--- src/rtl/softmax_outp_writeback.sv ---
// softmax_outp_writeback
//
// Collects the packed lanes produced by the final softmax stage and writes them
// to consecutive result-memory addresses, from base_addr up to end_addr
// inclusive. The softmax pipeline cannot be stalled. A 4-entry FIFO absorbs
// write back-pressure. If a word arrives while the FIFO is full, or after the
// expected number of words has already been accepted, the word is dropped and
// the sticky overflow flag is set.
//
// Compile-time macros:
//   DATAWIDTH            lane width (default 16)
//   NUM                  lanes per word (default 4)
//   ADDRSIZE             address width (default 8)
//   SOFTMAX_WB_STATUS_EN optional; adds the words_written status counter port
//
// Ports:
//   clk           clock; all state updates on its rising edge
//   reset         synchronous active-high reset
//   init          latch base_addr/end_addr, flush the FIFO and arm the block
//   base_addr     first result-memory address
//   end_addr      last result-memory address, inclusive
//   in_valid      softmax result valid (cannot be stalled)
//   in_data       packed softmax result lanes
//   wr_ready      result memory accepts a write this cycle
//   wr_en         write request
//   wr_addr       write address
//   wr_data       write data
//   busy          high while ARMED or RUN
//   complete      one-cycle pulse after the last write is accepted
//   overflow      sticky; set when a word is dropped
//   words_written (SOFTMAX_WB_STATUS_EN only) write handshakes since init

`ifndef DATAWIDTH
`define DATAWIDTH 16
`endif
`ifndef NUM
`define NUM 4
`endif
`ifndef ADDRSIZE
`define ADDRSIZE 8
`endif

module softmax_outp_writeback (
    input  logic                           clk,
    input  logic                           reset,
    input  logic                           init,
    input  logic [`ADDRSIZE-1:0]           base_addr,
    input  logic [`ADDRSIZE-1:0]           end_addr,
    input  logic                           in_valid,
    input  logic [`DATAWIDTH*`NUM-1:0]     in_data,
    input  logic                           wr_ready,
    output logic                           wr_en,
    output logic [`ADDRSIZE-1:0]           wr_addr,
    output logic [`DATAWIDTH*`NUM-1:0]     wr_data,
    output logic                           busy,
    output logic                           complete,
    output logic                           overflow
`ifdef SOFTMAX_WB_STATUS_EN
    ,
    output logic [`ADDRSIZE:0]             words_written
`endif
);

    localparam int W     = `DATAWIDTH * `NUM;
    localparam int A     = `ADDRSIZE;
    localparam int DEPTH = 4;

    typedef enum logic [1:0] {
        IDLE  = 2'd0,
        ARMED = 2'd1,
        RUN   = 2'd2
    } state_t;

    state_t         state;
    state_t         state_nxt;

    // FIFO storage and bookkeeping
    logic [W-1:0]   mem [0:DEPTH-1];
    logic [1:0]     rd_ptr;
    logic [1:0]     fifo_wr_ptr;
    logic [2:0]     count;
    logic           full;
    logic           empty;

    // Address tracking and push quota. The quota can reach 2^A, so it and the
    // push counter are one bit wider than an address.
    logic [A-1:0]   wr_ptr;
    logic [A-1:0]   end_q;
    logic [A:0]     quota;
    logic [A:0]     push_cnt;

    logic           active;
    logic           quota_left;
    logic           room;
    logic           push;
    logic           pop;
    logic           drop;
    logic           last_write;

    assign full       = (count == 3'(DEPTH));
    assign empty      = (count == 3'd0);
    assign active     = (state != IDLE);
    assign busy       = active;

    assign wr_en      = (state == RUN) && !empty;
    assign wr_addr    = wr_ptr;
    assign wr_data    = mem[rd_ptr];

    assign pop        = wr_en && wr_ready;
    assign last_write = pop && (wr_ptr == end_q);

    // A slot that is freed by a pop in the same cycle can take the incoming
    // word. This lets a full FIFO keep streaming without dropping words.
    assign room       = !full || pop;
    assign quota_left = (push_cnt < quota);
    assign push       = in_valid && active && room && quota_left;
    assign drop       = in_valid && active && !(room && quota_left);

    // ------------------------------------------------------------------
    // FSM state register
    // ------------------------------------------------------------------
    // NOTE: sequential state uses non-blocking (<=) assignments so every
    // register samples the values from before the clock edge.
    always_ff @(posedge clk) begin
        if (reset) begin
            state <= IDLE;
        end else begin
            state <= state_nxt;
        end
    end

    // ------------------------------------------------------------------
    // FSM next-state logic
    // ------------------------------------------------------------------
    always_comb begin
        // NOTE: assign a default first so no path leaves state_nxt
        // unassigned, which would infer a latch.
        state_nxt = state;
        if (init) begin
            state_nxt = ARMED;
        end else begin
            unique case (state)
                IDLE:    state_nxt = IDLE;
                ARMED:   if (push)       state_nxt = RUN;
                RUN:     if (last_write) state_nxt = IDLE;
                default: state_nxt = IDLE;
            endcase
        end
    end

    // ------------------------------------------------------------------
    // FIFO, address and status datapath
    // ------------------------------------------------------------------
    always_ff @(posedge clk) begin
        if (reset) begin
            // NOTE: the FIFO storage is only four words, so it is reset.
            // This makes wr_data (the FIFO head) read as zero after reset.
            for (int i = 0; i < DEPTH; i++) begin
                mem[i] <= '0;
            end
            rd_ptr      <= '0;
            fifo_wr_ptr <= '0;
            count       <= '0;
            wr_ptr      <= '0;
            end_q       <= '0;
            quota       <= '0;
            push_cnt    <= '0;
            overflow    <= 1'b0;
            complete    <= 1'b0;
        end else if (init) begin
            // Flush: the old storage contents become unreachable because
            // both pointers and the count restart.
            rd_ptr      <= '0;
            fifo_wr_ptr <= '0;
            count       <= '0;
            wr_ptr      <= base_addr;
            end_q       <= end_addr;
            quota       <= {1'b0, end_addr} - {1'b0, base_addr} + (A+1)'(1);
            push_cnt    <= '0;
            overflow    <= 1'b0;
            complete    <= 1'b0;
        end else begin
            if (push) begin
                mem[fifo_wr_ptr] <= in_data;
                fifo_wr_ptr      <= fifo_wr_ptr + 2'd1;
                push_cnt         <= push_cnt + (A+1)'(1);
            end
            if (pop) begin
                rd_ptr <= rd_ptr + 2'd1;
                wr_ptr <= wr_ptr + A'(1);   // wraps modulo 2^A
            end
            unique case ({push, pop})
                2'b10:   count <= count + 3'd1;
                2'b01:   count <= count - 3'd1;
                default: count <= count;
            endcase
            if (drop) begin
                overflow <= 1'b1;
            end
            complete <= last_write;
        end
    end

`ifdef SOFTMAX_WB_STATUS_EN
    always_ff @(posedge clk) begin
        if (reset || init) begin
            words_written <= '0;
        end else if (pop) begin
            words_written <= words_written + (A+1)'(1);
        end
    end
`endif

endmodule

--- config.mk ---
export PLATFORM = sky130hd
export DESIGN_NAME = softmax_outp_writeback
export DESIGN_NICKNAME = d
export VERILOG_FILES = /design/src/rtl/softmax_outp_writeback.sv
export SDC_FILE = /design/constraint.sdc
export NUM_CORES = 1
export LEC_CHECK = 0
export CELL_PAD_IN_SITES_DETAIL_PLACEMENT = 1
export CELL_PAD_IN_SITES_GLOBAL_PLACEMENT = 2
export CORE_MARGIN = 2
export CORE_UTILIZATION = 41
export CTS_BUF_LIST = sky130_fd_sc_hd__clkbuf_4
export CTS_CLUSTER_DIAMETER = 100
export DETAILED_ROUTE_END_ITERATION = 12
export GPL_TIMING_DRIVEN = 1
export PLACE_DENSITY_LB_ADDON = 0.3
export SLEW_MARGIN = 20
export SYNTH_ARGS = -nofsm -noshare
export SYNTH_HDL_FRONTEND = slang
export SYNTH_SLANG_ARGS = --single-unit
export TNS_END_PERCENT = 1
--- constraint.sdc ---
create_clock -name clk -period 3.96 [get_ports clk]
set_clock_uncertainty 0.1 [all_clocks]
set_input_delay 0.594 -clock clk [delete_from_list [all_inputs] [get_ports clk]]
set_output_delay 0.594 -clock clk [all_outputs]
set_load 0.01 [all_outputs]
==> run summary <==
FF+latch count, synth - 303
Synth warn - 0
CP arrival - 2.77 ns
Drt pass-1 iters - 5
Max_slew headroom - 0.5074
Max IR drop VDD - 0.1502 mV
First-pass GRT wire length - 52060 um
Number of fill cells - 3294
Fin cells - 1666
Cell area after synthesis - 13680 um^2
Syn Nets - 1056
Sequential cell area - 8636 um^2
Final nets - 1265
Worst path cell trace - buf_12 -> mux4_2 -> clkdlybuf4s50_1
Largest cells by area after synthesis - edfxtp_1 (56%), and2_1 (12%), mux4_2 (11%)
Layout cell share with drive strength beyond 1 - 0.2039
Library cells used by synthesis - 50
Worst Setup Path Type - register to output port
Vias/cell - 5.038
Final Hold Vio Count - 0
Final ANT Viol Nets - 0
Dpl hpwl - 19420 um
Mean post-synth cell area - 14.51 um^2
Die area - 34850 um^2
Area leader, netlist - edfxtp_1
Post-Route WL - 32680 um
Drc violations - 0
CP max stage delay - 0.75 ns
Clk buf depth - 3
Fin. max-slew vios - 0
Layout area overhead - 24.42%
I/O Pins - 161
Commonest cells after routing, fill and taps aside - and2_1 (257), edfxtp_1 (256), clkdlybuf4s50_1 (160)
Die Y - 186.7 um
Port bufs - 160
CTS tree - built
CTS Buf Count - 84
RSZ-0062 raised after global routing - false
Total gr overflow - 0
Pleak - 6.318 nW
Clock sink count - 303
Synth top area share - 0.5618
Worst Path Required - 3.27 ns
Root Buffer - clkbuf_4
Syn Inst Count - 943
Starting Density - 0.4184
Per-cell routed wire length - 19.61 um
F_max - 289.1 MHz
Core ar. - 32700 um^2
Setup crit end kind - output port
CTS resizes - 0
Multi-input logic area - 4717 um^2
Clk_lat worst skew - 0.70 ns
Worst Max-Slew Pin Slew - 0.7389 ns
Post-route minimum period - 3.459 ns
Setup bufs post-CTS - 0
# hold bufs at CTS - 0
Detailed Route Iter0 Violations - 477
Most common library cell in the layout ignoring fill and taps - and2_1
Die X-Extent - 186.7 um
Setup TNS - 0 ns
Largest net degree at the start of global routing - 65
Power per Cell Area - 417.5 nW/um^2
Max Cap Viol - 0
Vias post-DR - 8393
Placer Congestion - 0.7512
CP startpoint kind - register
Sequential element share of the synthesized area - 0.6306
Core Rows - 66
Status - finished, final reports clean
Initial antenna violation count - 3
Global router's overall resource usage - 0.1925
Worst path slowest cell - dfxtp_4
Vias in the first global route - 9300
Hold crit path type - register to register
Buf+Inv Stages, Crit Path - 2
Depth of the CTS H-tree - 3
Setup-failing EPs final - 0
Cells after DPL - 1507
CP delay by family, top - buffers and inverters
Worst-path clk slew - 0.06 ns
CP Max Fanout - 26
Final period util - 0.8736
power by group:
| group | switching [mW] | internal [mW] |
|---|---|---|
| clock network | 1.34 | 1.57 |
| registers | 0.0483 | 3.58 |
| logic | 0.291 | 0.283 |
registers in the layout (all words and copies together) (netlist names), named ones only:
signal       count
wr_addr          8
quota            9
push_cnt         9
rd_ptr           2
state            2
count            3
complete         1
overflow         1
mem            256
end_q            8
fifo_wr_ptr      2
path summary, 6_finish.rpt:
path / start / end / slack, ns / depth (start not counted)
worst max-delay path: register / wr_data[20] / 0.50 / 3
worst min-delay path: push_cnt[8] / push_cnt[8] / 0.39 / 2
worst max register to register: quota[6] / mem[3][7] / 0.84 / 9
worst min register to register: push_cnt[8] / push_cnt[8] / 0.39 / 2
routing by layer:
metal,part of all wire,global-route usage,vias to the layer above
li1,-,-,3925
met1,0.42,0.2323,4183
met5,0,0,-
met3,0.055,0.04156,56
met2,0.50,0.3380,229
met4,0.022,0.07265,0
kinds of logic (layout without fill, tap and decap cells):
group                    after synthesis  in the layout  share of synthesized area
buffers and inverters                 87            365                    0.02707
flip-flops                           303            303                     0.6306
adder cells (fa/ha/maj)               28             28                    0.02670
multiplexers                          79             79                     0.1163
AND/OR/NAND/NOR                      367            367                     0.1590
XOR/XNOR                              21             21                    0.01344
AO/OA/AOI/OAI                         58             58                    0.02688
other                                  0              3                          0
per-stage QoR:
stage / hold WS (ns) / worst slack [ns] / power (mW) / area (um^2) / utilization
6_report: 0.3908 / 0.5006 / 7.109 / 17030 / 0.5206
3_5_place_dp: 0.3731 / 0.5901 / 4.279 / 15870 / 0.4852
2_1_floorplan: 0.3520 / 0.7942 / 3.963 / 13680 / -
4_1_cts: 0.3465 / 0.3696 / 7.233 / 16990 / 0.5196
3_3_place_gp: 0.3686 / 0.6117 / 4.266 / 15870 / 0.4852
5_1_grt: 0.4039 / 0.2923 / 7.463 / 17030 / 0.5206
cells in the mapped netlist, drive strengths merged:
cell type    n
or2          5
or2b         1
a31o         1
nor4         3
or4          7
nand2       13
nor2        40
mux2i       15
or4b         1
o21ai       11
nor3b        2
edfxtp     256
clkbuf      46
o311ai       1
buf         12
a21boi       1
o41ai        1
a21o         3
and2       258
nor2b        5
or3          2
and4         3
xor2        15
a211oi       6
nand4        5
inv         28
o211ai       1
xnor2        6
ha          26
a21oi       22
o21bai       1
nor3         8
mux4        64
o31ai        7
nand3       11
a311oi       1
and3         3
fa           2
a32o         1
dfxtp       47
clkinv       1
a221oi       1
area by class of cell:
cell class | instances | area share
Tap cell | 442 | 0.03248
Clock buffer | 136 | 0.05997
Sequential cell | 303 | 0.5072
Antenna cell | 3 | 0.0004409
Inverter | 29 | 0.006394
Timing Repair Buffer | 181 | 0.1104
Multi-Input combinational cell | 553 | 0.2771
Clock inverter | 19 | 0.006026
worst reg2reg max path: stages, from the launching register on:
cell and delay, ns:
dfxtp_1 0.33, inv_1 0.04, ha_1 0.29, a211oi_1 0.23
nor2_1 0.10, a311oi_2 0.31, nand3_2 0.26, nor3_1 0.34
a31o_4 0.49, buf_12 0.30
(Power assumes the default switching activity.)
